## config.mk

```make
export PLATFORM = sky130hd
export DESIGN_NAME = mem_access_unit
export DESIGN_NICKNAME = d
export VERILOG_FILES = /design/src/rtl/mem_access_pkg.sv /design/src/rtl/mem_lane_align.sv /design/src/rtl/mem_access_unit.sv
export SDC_FILE = /design/constraint.sdc
export NUM_CORES = 1
export LEC_CHECK = 0
export ABC_CLOCK_PERIOD_IN_PS = 8050
export CORE_ASPECT_RATIO = 0.8
export CORE_MARGIN = 8
export CORE_UTILIZATION = 45
export CTS_CLUSTER_DIAMETER = 40
export DETAILED_ROUTE_END_ITERATION = 6
export HOLD_SLACK_MARGIN = 0.1
export PLACE_DENSITY_LB_ADDON = 0.12
export RECOVER_POWER = 100
export SLEW_MARGIN = 20
export SYNTH_ARGS = -nofsm -noshare
export SYNTH_HDL_FRONTEND = slang
export SYNTH_SLANG_ARGS = --single-unit
```

## constraint.sdc

```tcl
create_clock -name clk -period 8.05 [get_ports clk]
set_input_delay 1.61 -clock clk [delete_from_list [all_inputs] [get_ports clk]]
set_output_delay 1.61 -clock clk [all_outputs]
set_load 0.1 [all_outputs]
```

## src/rtl/mem_access_pkg.sv

```systemverilog
// Shared definitions for the MEM-stage load/store unit.
// Holds the request size encodings, the FSM state encoding, and the
// lane helpers used to pull a sub-word out of a memory word (with
// extension) and to merge a sub-word into a memory word.
package mem_access_pkg;

    localparam logic [1:0] SZ_BYTE = 2'b00;
    localparam logic [1:0] SZ_HALF = 2'b01;
    localparam logic [1:0] SZ_WORD = 2'b10;
    localparam logic [1:0] SZ_ILL  = 2'b11;

    typedef enum logic {
        ST_IDLE   = 1'b0,
        ST_RMW_WR = 1'b1
    } state_e;

    // Extract the addressed byte/half from a little-endian word and
    // zero- or sign-extend it to 32 bits. Lane k is bits [8k+7:8k].
    function automatic logic [31:0] lane_extract(
        input logic [31:0] word,
        input logic [1:0]  lane,
        input logic [1:0]  size,
        input logic        is_unsigned
    );
        logic [4:0]  sh;
        logic [7:0]  b;
        logic [15:0] h;
        sh = {lane, 3'b000};
        b  = 8'(word >> sh);
        h  = 16'(word >> sh);
        case (size)
            SZ_BYTE: lane_extract = is_unsigned ? {24'd0, b} : {{24{b[7]}}, b};
            SZ_HALF: lane_extract = is_unsigned ? {16'd0, h} : {{16{h[15]}}, h};
            SZ_WORD: lane_extract = word;
            default: lane_extract = 32'd0;
        endcase
    endfunction

    // Replace the addressed lane(s) of word with the right-justified wdata.
    // A word-sized merge simply yields wdata.
    function automatic logic [31:0] lane_merge(
        input logic [31:0] word,
        input logic [1:0]  lane,
        input logic [1:0]  size,
        input logic [31:0] wdata
    );
        logic [4:0]  sh;
        logic [31:0] mask;
        sh = {lane, 3'b000};
        case (size)
            SZ_BYTE: mask = 32'h0000_00FF << sh;
            SZ_HALF: mask = 32'h0000_FFFF << sh;
            default: mask = 32'hFFFF_FFFF;
        endcase
        lane_merge = (word & ~mask) | ((wdata << sh) & mask);
    endfunction

endpackage

```

## src/rtl/mem_lane_align.sv

```systemverilog
// Combinational lane alignment for the load/store unit.
// Ports:
//   word        in  32  word read from memory
//   lane        in  2   byte lane (addr[1:0])
//   size        in  2   access size encoding
//   is_unsigned in  1   1 = zero-extend loads, 0 = sign-extend
//   wdata       in  32  right-justified store data
//   load_data   out 32  extracted and extended load value
//   merged_word out 32  word with the target lane(s) replaced by wdata
module mem_lane_align
    import mem_access_pkg::*;
(
    input  logic [31:0] word,
    input  logic [1:0]  lane,
    input  logic [1:0]  size,
    input  logic        is_unsigned,
    input  logic [31:0] wdata,
    output logic [31:0] load_data,
    output logic [31:0] merged_word
);

    assign load_data   = lane_extract(word, lane, size, is_unsigned);
    assign merged_word = lane_merge(word, lane, size, wdata);

endmodule

```

## src/rtl/mem_access_unit.sv

```systemverilog
// MEM-stage load/store initiator for a byte-addressable little-endian
// data memory. All memory accesses are word aligned; sub-word stores are
// done as read-modify-write over two cycles.
// Ports:
//   clk, rst                     clock, asynchronous active-high reset
//   req_valid/req_ready          request handshake
//   req_we, req_size, req_unsigned, req_addr, req_wdata   request fields
//   resp_valid, resp_rdata, resp_err                      one-cycle response
//   mem_addr, mem_wdata, mem_read, mem_write, mem_rdata   memory interface
module mem_access_unit
    import mem_access_pkg::*;
#(
    parameter int MEM_SIZE = 32
) (
    input  logic        clk,
    input  logic        rst,
    input  logic        req_valid,
    output logic        req_ready,
    input  logic        req_we,
    input  logic [1:0]  req_size,
    input  logic        req_unsigned,
    input  logic [31:0] req_addr,
    input  logic [31:0] req_wdata,
    output logic        resp_valid,
    output logic [31:0] resp_rdata,
    output logic        resp_err,
    output logic [31:0] mem_addr,
    output logic [31:0] mem_wdata,
    output logic        mem_read,
    output logic        mem_write,
    input  logic [31:0] mem_rdata
);

    localparam logic [31:0] ADDR_LIMIT = 32'(MEM_SIZE);

    state_e      state_q;
    logic        resp_valid_q;
    logic        resp_err_q;
    logic [31:0] resp_rdata_q;
    logic [31:0] rmw_addr_q;
    logic [31:0] rmw_word_q;

    logic        idle_take;   // request taken, ignoring reset (reset branch dominates in the flop)
    logic        req_err;
    logic        do_access;
    logic        word_store;
    logic [31:0] word_base;
    logic [31:0] load_val;
    logic [31:0] merged_word;

    assign req_ready  = (state_q == ST_IDLE) && !rst;
    assign idle_take  = req_valid && (state_q == ST_IDLE);
    assign word_base  = {req_addr[31:2], 2'b00};

    assign req_err = (req_size == SZ_ILL)
                  || ((req_size == SZ_HALF) && req_addr[0])
                  || ((req_size == SZ_WORD) && (req_addr[1:0] != 2'b00))
                  || (req_addr >= ADDR_LIMIT);

    assign do_access  = req_valid && req_ready && !req_err;
    assign word_store = req_we && (req_size == SZ_WORD);

    // Loads and the read half of a sub-word store both read the word.
    assign mem_read  = do_access && !word_store;
    assign mem_write = (do_access && word_store) || ((state_q == ST_RMW_WR) && !rst);

    always_comb begin
        mem_addr  = 32'd0;
        mem_wdata = 32'd0;
        if (!rst) begin
            if (state_q == ST_RMW_WR) begin
                mem_addr  = rmw_addr_q;
                mem_wdata = rmw_word_q;
            end else begin
                mem_addr = word_base;
                if (do_access && word_store) begin
                    mem_wdata = req_wdata;
                end
            end
        end
    end

    mem_lane_align u_align (
        .word        (mem_rdata),
        .lane        (req_addr[1:0]),
        .size        (req_size),
        .is_unsigned (req_unsigned),
        .wdata       (req_wdata),
        .load_data   (load_val),
        .merged_word (merged_word)
    );

    always_ff @(posedge clk or posedge rst) begin
        if (rst) begin
            state_q      <= ST_IDLE;
            resp_valid_q <= 1'b0;
            resp_err_q   <= 1'b0;
            resp_rdata_q <= 32'd0;
            rmw_addr_q   <= 32'd0;
            rmw_word_q   <= 32'd0;
        end else begin
            case (state_q)
                ST_IDLE: begin
                    resp_valid_q <= idle_take;
                    resp_err_q   <= idle_take && req_err;
                    resp_rdata_q <= (idle_take && !req_err && !req_we) ? load_val : 32'd0;
                    if (idle_take && !req_err && req_we && !word_store) begin
                        // Sub-word store: hold the merged word for the write cycle;
                        // the response comes after the write.
                        resp_valid_q <= 1'b0;
                        rmw_addr_q   <= word_base;
                        rmw_word_q   <= merged_word;
                        state_q      <= ST_RMW_WR;
                    end
                end
                ST_RMW_WR: begin
                    resp_valid_q <= 1'b1;
                    resp_err_q   <= 1'b0;
                    resp_rdata_q <= 32'd0;
                    state_q      <= ST_IDLE;
                end
                default: state_q <= ST_IDLE;
            endcase
        end
    end

    assign resp_valid = resp_valid_q;
    assign resp_err   = resp_err_q;
    assign resp_rdata = resp_rdata_q;

endmodule
```

== Word-level counts from Yosys, hierarchy flattened ==
Cells that the tools add are included.
Operators by class
  magnitude comparators: 1
  equality and inequality tests: 3
  shifts and indexed selects: 4
  muxes and demuxes: 16
  bitwise gates (word level): 5
  reduce and logical (&&, ||, !) cells: 26
Operators with widths (count)
  $mux 32: 8
  $pmux 32 s2: 2
  $pmux 32 s3: 1
  $and 32x32->32: 2
  $ge 32x6->1 const B: 1
  $not 32->32: 1
  $or 32x32->32: 1
  $shl 16x5->32 const A: 1
  $shl 32x5->32: 1
  $shl 8x5->32 const A: 1
  $shr 32x5->16: 1
  $logic_and 1x1->1: 15
  $pmux 1 s2: 3
  $eq 2x2->1 const B: 2
  $logic_not 1->1: 4
  $logic_or 1x1->1: 4
  $eq 2x1->1 const B: 1
  $logic_not 2->1: 1
  $mux 1: 2
  $reduce_and 2->1: 1
  $reduce_bool 2->1: 1
  $not 1->1: 1
Word-level totals
  register bits after elaboration: 97
  bits of input ports: 103
  output and inout port bits: 101
  word-level logic and storage cells: 61

== Depth between registers and ports, before layout ==
  depth after elaboration: 11
  depth in mapped cells: 7
  depth with buffers taken out: 4

== Modules after synthesis ==
A second synthesis with hierarchy kept.
Second synthesis, totals
  cell total of the unflattened synthesis: 580
  area, all modules: 5871.9 sq um
Modules (own cells, without submodules)
  mem_access_unit: instances 1, cells each 349, area an instance 4286.6 sq um, seq. area each 2427.3 sq um
  mem_lane_align: instances 1, cells each 231, area an instance 1585.3 sq um, seq. area each 0.0 sq um

== Worst setup path before layout ==
No wires, ideal clock.
  kind: input to output
  from: in req_addr[23]
  to: out mem_read
  arrival: 5442 ps
  required time: 6440 ps
  slack: 998 ps
  stages: 4
  buffers on the path: 0
  cells stage by stage: or4_1 > a211oi_2 > nand3_1 > nor4_1
On the way
  cells in the longest elaborated chain, start to end: 5
Ends and longest elaborated chain
  from (decl): RTL line mem_access_unit.sv:22  | input logic [31:0] req_addr,
  $ge 32x6->1: RTL line mem_access_unit.sv:58  | || (req_addr >= ADDR_LIMIT);
  $logic_or 1x1->1: RTL line mem_access_unit.sv:58
  $logic_not 1->1: RTL line mem_access_unit.sv:60  | assign do_access = req_valid && req_ready && !req_err;
  $logic_and 1x1->1: RTL line mem_access_unit.sv:60
  $logic_and 1x1->1: RTL line mem_access_unit.sv:64  | assign mem_read = do_access && !word_store;
  to (decl): RTL line mem_access_unit.sv:29  | output logic mem_read,
Every way passes these cells.

== Worst setup path after layout ==
  from: in req_size[1]
  to: out mem_wdata[16]
On the way
  cells in the longest elaborated chain, start to end: 11
  elaborated cells on any way between the ends: 15
  classes of those cells: 3 x eq/ne; 3 x mux; 9 x reduce/logical
Ends and longest elaborated chain
  from (decl): RTL line mem_access_unit.sv:20  | input logic [1:0] req_size,
  $eq 2x1->1: RTL line mem_access_unit.sv:56  | || ((req_size == SZ_HALF) && req_addr[0])
  $logic_and 1x1->1: RTL line mem_access_unit.sv:56
  $logic_or 1x1->1: RTL line mem_access_unit.sv:56
  $logic_or 1x1->1: RTL line mem_access_unit.sv:57  | || ((req_size == SZ_WORD) && (req_addr[1:0] != 2'b00))
  $logic_or 1x1->1: RTL line mem_access_unit.sv:58
  $logic_not 1->1: RTL line mem_access_unit.sv:60
  $logic_and 1x1->1: RTL line mem_access_unit.sv:60
  $logic_and 1x1->1 (*): RTL line mem_access_unit.sv:76  | if (do_access && word_store) begin
  $mux 32 (*): RTL line mem_access_unit.sv:76
  $mux 32 (*): RTL line mem_access_unit.sv:71  | if (state_q == ST_RMW_WR) begin
  $mux 32 (*): RTL line mem_access_unit.sv:70  | if (!rst) begin
  to (decl): RTL line mem_access_unit.sv:28  | output logic [31:0] mem_wdata,
Every way passes the cells marked *; elsewhere a longest branch is shown, timed or not.

==> results.md <==
- Area after DPL: 7690 um2
- Post-DP HPWL: between 10,000 and 15,000 um
- Status: complete, but fails checks
- Final Core Density: 62.8%
- Peak Freq: 0.148 GHz
- VDD IR max: 112 uV
- Initial Utilization: 45.3%
- DRC: 0
- Sequential area share after synthesis: 42.2%
- Crit path buffers/inverters: 2
- Post-synth top flop: dfrtp_1
- Leakage: 3.71 nW
- Postcts setup bufs: 0
- Total power: 1.16 mW
- Initial antenna violation count: 0
- Starting DRC count in detailed routing: ~480
- Final Instance Area: 7960 um2
- Pin count of the biggest net entering global routing: 56
- FF+latch count, synth: 97
- Setup-failing EPs final: 0
- Via count: 5,019
- Synthesized area: 5750 um2
- Nets: 831
- Dpl ws: about 1.5 ns
- GRT Util Overall: between 20% and 30%
- Vias in the first global route: 5,127
- Row Count: 37
- Syn_area_per_cell: 10.3 um2
- Core footprint: 12,700 um2
- Ys Warns: 0
- Clk buf depth: 2
- WS Path Type: in -> out
- Die Wd: approximately 140 um
- Final period utilization: 84.1%
- Final hold slack: 0.496 ns
- Grt total ovfl: 0
- CTS-repair resized insts: 0
- Vias per Instance: 5.53
- Max-slew headroom: -33.8%
- GP Congestion: 0.884
- I/O pin cnt: 204
- Sequential Area: 2430 um2
- Worst-path cell chain: dlygate4sd3_1 -> xor2_1 -> a211oi_1 -> and4_1 -> a22o_1 -> buf_4
- CTS tree: yes
- Cts bufs inserted: 9
- Worst Tran Pin Value: 2.01 ns
- Clock slew at reported path FFs: ~0.07 ns
- N_diodes: 0
- H-tree Lvls: 3
- Critical Path AT: ~5.2 ns
- Final TNS setup: 0 ns
- Slew Limit Fails: approximately 110
- Nature of the critical path endpoint: primary output
- Post-synth EDFFs: 0
- Clock Latency Late Sink: 0.35 ns
- Cell count after synthesis: 556
- Number of port buffers: 201
- Crit start category: primary input
- Failing checks: max-capacitance violations, max-slew violations
- Die ar.: 16,700 um2
- Share of cells above drive strength 1: about an eighth
- CP delay by family, top: buffers and inverters
- WP data required: 6.44 ns
- Crit path max fanout: 33
- Root buffer cell: clkbuf_16
- Placed cell count: 891
- Clock sink count: 97
- Hold_buf cts: 0
- Unique masters post-synth: 41
- MaxCap Viol Count: 3
- FFs w/ async S/R, synth: 100%
- Worst clock skew: 0.00922 ns
- First-pass GRT wire length: 28,900 um
- Pwr dens: approximately 150 nW/um2
- Routed Wire Length: 18,800 um
- Final hold viol count: 0
- WL/cell: between 20 and 25 um
- Crit-path slowest cell: dlygate4sd3_1
- Fin cells: between 900 and 1,000
- DR pass1 iterations: 5
- Setup ws final: 1.28 ns
- RSZ-0062 raised after global routing: false
- P&R area growth vs syn: 38.6%
- Fillers: 1,075
- Type of the most critical hold path: reg -> reg
- Critical Path Max Stage Delay: 1.11 ns
- Chip height: between 100 and 150 um
- Area of the multi-input gates: 2990 um2
- Post-layout minimum cycle time: 6.77 ns
- Antenna viol nets, final: 0
## state kept, by name, summed over array words and instances, names as in the netlist
register,cells
resp_rdata,32
state_q,1
resp_err,1
rmw_word_q,32
resp_valid,1
rmw_addr_q,30
## cells in the final DEF, fill, tap and decap left out, types with 2 or more instances in the layout
cell type,count
dlygate4sd3_1,68
o2bb2ai_1,17
mux2i_1,77
nor3b_1,8
nor4_1,6
a211oi_1,2
nand3_1,2
buf_4,41
a21oi_1,43
clkbuf_1,4
xor2_1,2
mux2_1,24
nor2_1,40
or2_2,3
dfrtp_1,97
a22oi_1,7
clkinv_4,2
mux2_2,30
clkbuf_16,9
inv_1,10
and4_1,2
a22o_1,36
nand2_1,26
a21o_1,2
conb_1,2
or4_1,4
o21ai_0,8
nand2b_1,13
nor2b_1,31
clkdlybuf4s50_1,99
## area by class of cell
type	count	area share, %
Clock inverter	5	0.487
Timing Repair Buffer	212	25.1
Tap cell	175	2.75
Multi-Input combinational cell	396	37.6
Sequential cell	97	30.5
Clock buffer	11	3.05
Inverter	12	0.581
## cell usage after synthesis (2+ instances only)
| cell type | number | area share, % |
|---|---|---|
| o2bb2ai_1 | 17 | 2.6 |
| nand2_1 | 26 | 1.7 |
| a22oi_1 | 7 | 0.91 |
| and4_1 | 2 | 0.30 |
| a211oi_2 | 2 | 0.44 |
| mux2_1 | 24 | 4.7 |
| a22o_1 | 36 | 5.5 |
| nor4_1 | 6 | 0.65 |
| buf_6 | 3 | 0.59 |
| buf_2 | 11 | 0.96 |
| xor2_1 | 2 | 0.30 |
| o21ai_0 | 8 | 0.70 |
| nor2b_1 | 32 | 3.5 |
| clkbuf_1 | 27 | 1.8 |
| nor3b_1 | 8 | 1.0 |
| inv_1 | 11 | 0.72 |
| nand3_1 | 2 | 0.17 |
| nand2b_1 | 13 | 1.4 |
| a21o_1 | 2 | 0.26 |
| mux2i_1 | 77 | 13 |
| buf_4 | 5 | 0.65 |
| mux2_2 | 30 | 5.9 |
| buf_1 | 4 | 0.26 |
| or4_1 | 4 | 0.52 |
| or2_2 | 3 | 0.33 |
| nor2_1 | 40 | 2.6 |
| a21oi_1 | 43 | 3.7 |
| buf_12 | 2 | 0.70 |
| dfrtp_1 | 97 | 42 |
## where the power goes
group          total, mW  switching, mW  internal [mW]
logic              0.261          0.162         0.0984
registers          0.488      0.0000999          0.488
clock network      0.408          0.188          0.220
## metal layers
metal	routed length, um	vias up	track usage, %
met3	1360	24	5.35
met5	0	-	0
met1	8670	2436	31.7
met4	313	0	6.64
met2	8450	219	34.1
li1	-	2340	-
## cell families (layout without fill, tap and decap cells)
kind of cell | Yosys count | count (layout) | synth area share, %
AO/OA/AOI/OAI | 121 | 121 | 15.0
other | 1 | 2 | 0.0653
buffers and inverters | 64 | 240 | 5.71
flip-flops | 97 | 97 | 42.2
multiplexers | 131 | 131 | 24.0
XOR/XNOR | 2 | 2 | 0.305
AND/OR/NAND/NOR | 140 | 140 | 12.7
## final timing paths
kind / startpoint / endpoint / slack (ns) / cells past startpoint
max: req_size[1] / mem_wdata[16] / 1.28 / 6
min: rmw_addr_q[3]$_DFFE_PP0P_ / rmw_addr_q[3]$_DFFE_PP0P_ / 0.50 / 1
max reg2reg: state_q$_DFF_PP0_ / rmw_word_q[8]$_DFFE_PP0P_ / 3.86 / 6
min reg2reg: rmw_addr_q[3]$_DFFE_PP0P_ / rmw_addr_q[3]$_DFFE_PP0P_ / 0.50 / 1
max in group asynchronous: rst / resp_rdata[19]$_DFF_PP0_ / 3.50 / 4
min in group asynchronous: rst / rmw_word_q[31]$_DFFE_PP0P_ / 3.12 / 3
## worst register-to-register path, stage by stage (launching register included)
cell	delay (ns)
dfrtp_1	0.36
buf_4	0.29
nand2b_1	0.30
nor4_1	0.20
and3_1	0.95
clkbuf_1	1.52
mux2_2	0.46
No activity file was read; power rests on OpenSTA's default activity.
